<file path="config.mk">
export PLATFORM = sky130hd
export DESIGN_NAME = hex_ascii_parser
export DESIGN_NICKNAME = d
export VERILOG_FILES = /design/src/rtl/hex_ascii_parser.sv
export SDC_FILE = /design/constraint.sdc
export NUM_CORES = 1
export LEC_CHECK = 0
export CAP_MARGIN = 20
export CELL_PAD_IN_SITES_DETAIL_PLACEMENT = 0
export CELL_PAD_IN_SITES_GLOBAL_PLACEMENT = 1
export CORE_ASPECT_RATIO = 0.8
export CORE_MARGIN = 8
export CORE_UTILIZATION = 46
export CTS_CLUSTER_DIAMETER = 30
export DETAILED_ROUTE_END_ITERATION = 7
export PLACE_DENSITY_LB_ADDON = 0.15
export SYNTH_ARGS = -nofsm -noshare
export SYNTH_HDL_FRONTEND = slang
export SYNTH_SLANG_ARGS = --single-unit
</file>
<file path="constraint.sdc">
create_clock -name clk -period 3.7 [get_ports clk]
set_input_delay 0.925 -clock clk [delete_from_list [all_inputs] [get_ports clk]]
set_output_delay 0.925 -clock clk [all_outputs]
set_load 0.02 [all_outputs]
</file>
<file path="src/rtl/hex_ascii_parser.sv">
// Hex ASCII to binary word parser: accumulates up to WIDTH/4 hex digits (MSB first)
// and emits a right-aligned word on a terminator or when the word is full.
module hex_ascii_parser #(
    parameter int WIDTH    = 16,
    parameter bit LOWER_OK = 1'b1
) (
    input  logic             clk,
    input  logic             rst_n,
    input  logic [7:0]       char_in,
    input  logic             char_valid,
    output logic [WIDTH-1:0] word_out,
    output logic             word_valid,
    output logic             err,
    output logic             busy
);
    localparam int DIGITS = WIDTH / 4;
    localparam int CW     = $clog2(DIGITS + 1);
    localparam logic [CW-1:0] CNT_ONE  = CW'(1);
    localparam logic [CW-1:0] CNT_FULL = CW'(DIGITS);

    typedef enum logic [1:0] {
        IDLE    = 2'd0,
        ACCUM   = 2'd1,
        DISCARD = 2'd2
    } state_t;

    // Returns {is_digit, nibble}; lowercase letters count only when LOWER_OK is set.
    function automatic logic [4:0] decode_char(input logic [7:0] c);
        if (c >= 8'h30 && c <= 8'h39) begin
            return {1'b1, c[3:0]};
        end else if (c >= 8'h41 && c <= 8'h46) begin
            return {1'b1, c[3:0] + 4'd9};
        end else if (LOWER_OK && c >= 8'h61 && c <= 8'h66) begin
            return {1'b1, c[3:0] + 4'd9};
        end else begin
            return {1'b0, 4'd0};
        end
    endfunction

    function automatic logic is_term(input logic [7:0] c);
        return (c == 8'h0D) || (c == 8'h0A) || (c == 8'h20);
    endfunction

    state_t           state_r, state_next_s;
    logic [WIDTH-1:0] acc_r, acc_next_s, acc_shift_s, emit_word_s, word_out_r;
    logic [CW-1:0]    cnt_r, cnt_next_s, cnt_inc_s;
    logic [4:0]       dec_s;
    logic [3:0]       nib_s;
    logic             digit_s, term_s, emit_s, err_s;
    logic             word_valid_r, err_r, busy_r;

    // Character classification and the token state machine.
    always_comb begin
        dec_s        = decode_char(char_in);
        digit_s      = dec_s[4];
        nib_s        = dec_s[3:0];
        term_s       = is_term(char_in);
        acc_shift_s  = acc_r << 3'd4;
        acc_shift_s[3:0] = nib_s;
        cnt_inc_s    = cnt_r + CNT_ONE;
        state_next_s = state_r;
        acc_next_s   = acc_r;
        cnt_next_s   = cnt_r;
        emit_s       = 1'b0;
        emit_word_s  = acc_r;
        err_s        = 1'b0;
        if (char_valid) begin
            case (state_r)
                IDLE, ACCUM: begin
                    if (digit_s) begin
                        if (cnt_inc_s == CNT_FULL) begin
                            emit_s       = 1'b1;
                            emit_word_s  = acc_shift_s;
                            acc_next_s   = '0;
                            cnt_next_s   = '0;
                            state_next_s = IDLE;
                        end else begin
                            acc_next_s   = acc_shift_s;
                            cnt_next_s   = cnt_inc_s;
                            state_next_s = ACCUM;
                        end
                    end else if (term_s) begin
                        // A terminator in IDLE is ignored; acc is already zero there.
                        emit_s       = (state_r == ACCUM);
                        acc_next_s   = '0;
                        cnt_next_s   = '0;
                        state_next_s = IDLE;
                    end else begin
                        err_s        = 1'b1;
                        acc_next_s   = '0;
                        cnt_next_s   = '0;
                        state_next_s = DISCARD;
                    end
                end
                DISCARD: begin
                    if (term_s) begin
                        state_next_s = IDLE;
                    end else begin
                        state_next_s = DISCARD;
                    end
                end
                default: begin
                    acc_next_s   = '0;
                    cnt_next_s   = '0;
                    state_next_s = IDLE;
                end
            endcase
        end else begin
            state_next_s = state_r;
        end
    end

    // State, accumulator and registered outputs.
    always_ff @(posedge clk or negedge rst_n) begin
        if (!rst_n) begin
            state_r      <= IDLE;
            acc_r        <= '0;
            cnt_r        <= '0;
            word_out_r   <= '0;
            word_valid_r <= 1'b0;
            err_r        <= 1'b0;
            busy_r       <= 1'b0;
        end else begin
            state_r      <= state_next_s;
            acc_r        <= acc_next_s;
            cnt_r        <= cnt_next_s;
            word_valid_r <= emit_s;
            err_r        <= err_s;
            busy_r       <= (state_next_s != IDLE);
            if (emit_s) begin
                word_out_r <= emit_word_s;
            end else begin
                word_out_r <= word_out_r;
            end
        end
    end

    assign word_out   = word_out_r;
    assign word_valid = word_valid_r;
    assign err        = err_r;
    assign busy       = busy_r;
endmodule

</file>
==> impl_metrics.tcl <==
set metrics [dict create \
    outcome "finished clean" \
    grt_pass1_vias 1537 \
    min_path_cells 1 \
    hold_class "flop to flop" \
    syn_area_um2 1940 \
    portBuffers 29 \
    critPathKind "primary input to flop" \
    synth_edf_count 0 \
    grt_max_degree 41 \
    die-area_um2 6570 \
    fp.dieH_um 74.1 \
    drive_gt1_share_pct 17.6 \
    io_pins 30 \
    min_period_over_period_pct 80.6 \
    final_nets 216 \
    cts_hold_buf 0 \
    avgSynthCellArea_um2 11.9 \
    final_area_um2 2390 \
    cts_root_buf "clkbuf_8" \
    synth.net_count 181 \
    cts_inserted_buffers 5 \
    maxCapViolations 0 \
    synthCells 163 \
    gp_congestion 0.875 \
    synthFlopType "dfrtp_1" \
    start_util_pct 47.1 \
    finalMaxSlewViolations 0 \
    viasPerCell 5.60 \
    cp.required_ns 3.88 \
    first_iter_violations 109 \
    drc_errors 0 \
    seq_area_frac_synth_pct 51.5 \
    fin_skew_ns 0.00940 \
    period_needed_ns 2.98 \
    max-slew-margin-rel_pct 43.4 \
    cp-start-kind "primary input" \
    path_max_fanout 17 \
    tns_ns 0 \
    setup_viol 0 \
    peakVddDrop_v 0.000270 \
    async_reset_ff_share_pct 100 \
    clock-sinks 40 \
    place_area_um2 2280 \
    vias 1433 \
    ys_types 42 \
    report.final.hold_viol_count 0 \
    cp_data_arrival_time_ns 3.16 \
    dpl.hpwl_mm 3.09 \
    area_delta_synth_final_pct 23.2 \
    drt-total-wl_mm 4.33 \
    core_area_um2 4130 \
    first_pass_iters 4 \
    power.density_nw_per_um2 405 \
    grt_overflow 0 \
    synth_warnings 0 \
    grt_usage_pct 14.9 \
    rows 21 \
    postCtsSetupBuffers 0 \
    cts_buffer_depth 2 \
    timing.fmax_ghz 0.335 \
    grt_setup_unrepaired "false" \
    endpoint_kind "flop" \
    fillerInstances 347 \
    clk_latency_ns 0.29 \
    fp.dieW_um 88.7 \
    cts_tree "built" \
    wl_per_cell_um 16.9 \
    diodes 0 \
    r2r_cells 7 \
    drtAntennaViolNets 0 \
    clk_pin_slew_ns 0.08 \
    antenna_found_initial 0 \
    cts_resized 0 \
    grt_pass1_wl_mm 7.49 \
    synth_seq_cells 40 \
    worst_pin_slew_ns 0.850 \
    p_leak_nw 1.06 \
    cts-htree-levels 2 \
]
[flip-flops by register name (all words and copies together), names as in the netlist]
register,flops
word_valid,1
word_out,16
acc_r,16
cnt_r,3
err,1
state_r,2
busy,1
[routing by layer]
metal	wire length (µm)	vias up	global-route usage [%]
met5	0	-	0
met4	36	0	5.05
met2	1930	27	21.9
met1	2130	713	20.4
met3	234	5	4.19
li1	-	688	-
[cells in the mapped netlist, types with 3 or more instances]
cell | number | area share (%)
o221a_2 | 15 | 8.7
nand2_1 | 12 | 2.3
a21o_1 | 3 | 1.2
o211ai_1 | 3 | 1.2
nand2b_1 | 14 | 4.5
a22o_1 | 13 | 5.9
inv_1 | 5 | 0.97
o21ai_0 | 6 | 1.5
nor2_1 | 3 | 0.58
a21oi_1 | 3 | 0.77
or2b_1 | 6 | 2.3
ha_1 | 7 | 4.5
dfrtp_1 | 40 | 52
[cells by family after synthesis]
logic type / share of synthesized area [%]
AND/OR/NAND/NOR: 15.8
adder cells (fa/ha/maj): 4.51
flip-flops: 51.5
AO/OA/AOI/OAI: 23.4
multiplexers: 0.515
buffers and inverters: 4.19
[final cells by class]
class,instances,area [µm²],area share (%)
timing repair buffer,35,330,13.8
clock buffer,5,68.8,2.88
clock inverter,3,42.5,1.78
multi-input combinational,111,861,36.0
inverter,5,18.8,0.784
tap,57,71.3,2.98
sequential,40,1000,41.8
[metrics by stage]
stage                     utilization [%]  setup slack, ns  cells  hold WS (ns)  total power [mW]
after global routing                 58.0            0.527    256         0.533              1.01
after global placement               55.3            0.436    248         0.474             0.623
after floorplan                         -             1.12    163         0.464             0.561
after detailed placement             55.3            0.443    248         0.491             0.628
after CTS                            58.0            0.743    256         0.510             0.977
final                                58.0            0.717    256         0.501             0.970
[where the power goes]
part           switching [mW]  leakage, nW  internal [mW]  total [mW]
combinational          0.0811        0.459         0.0581       0.139
sequential             0.0193        0.544          0.461       0.481
clock                   0.150       0.0541          0.199       0.350
[layout by cell type, fill, tap and decap left out, types with 2 or more instances in the layout]
cell type,count
dfrtp_1,40
clkdlybuf4s50_1,28
o221a_2,15
nand2b_1,14
a22o_1,13
nand2_1,12
ha_1,7
o21ai_0,6
or2b_1,6
buf_4,6
inv_1,5
clkbuf_8,5
a21oi_1,3
nor2_1,3
a21o_1,3
o211ai_1,3
nand3_1,2
nor3_1,2
[critical path, stage by stage]
cell             delay [ns]
clkdlybuf4s50_1        0.58
inv_1                  0.11
ha_1                   0.24
o21bai_1               0.19
a21oi_1                0.19
o2111a_2               0.32
nand2b_1               0.13
buf_4                  0.20
o221a_2                0.27
[worst paths after layout]
check,start,endpoint,slack [ns]
max,char_in[0],word_out[10],0.72
min,acc_r[12],acc_r[12],0.50
max reg2reg,cnt_r[0],word_out[5],1.55
min reg2reg,acc_r[12],acc_r[12],0.50
max in group asynchronous,rst_n,cnt_r[2],2.42
min in group asynchronous,rst_n,acc_r[6],0.73
Power figures use the tool's default switching activity.
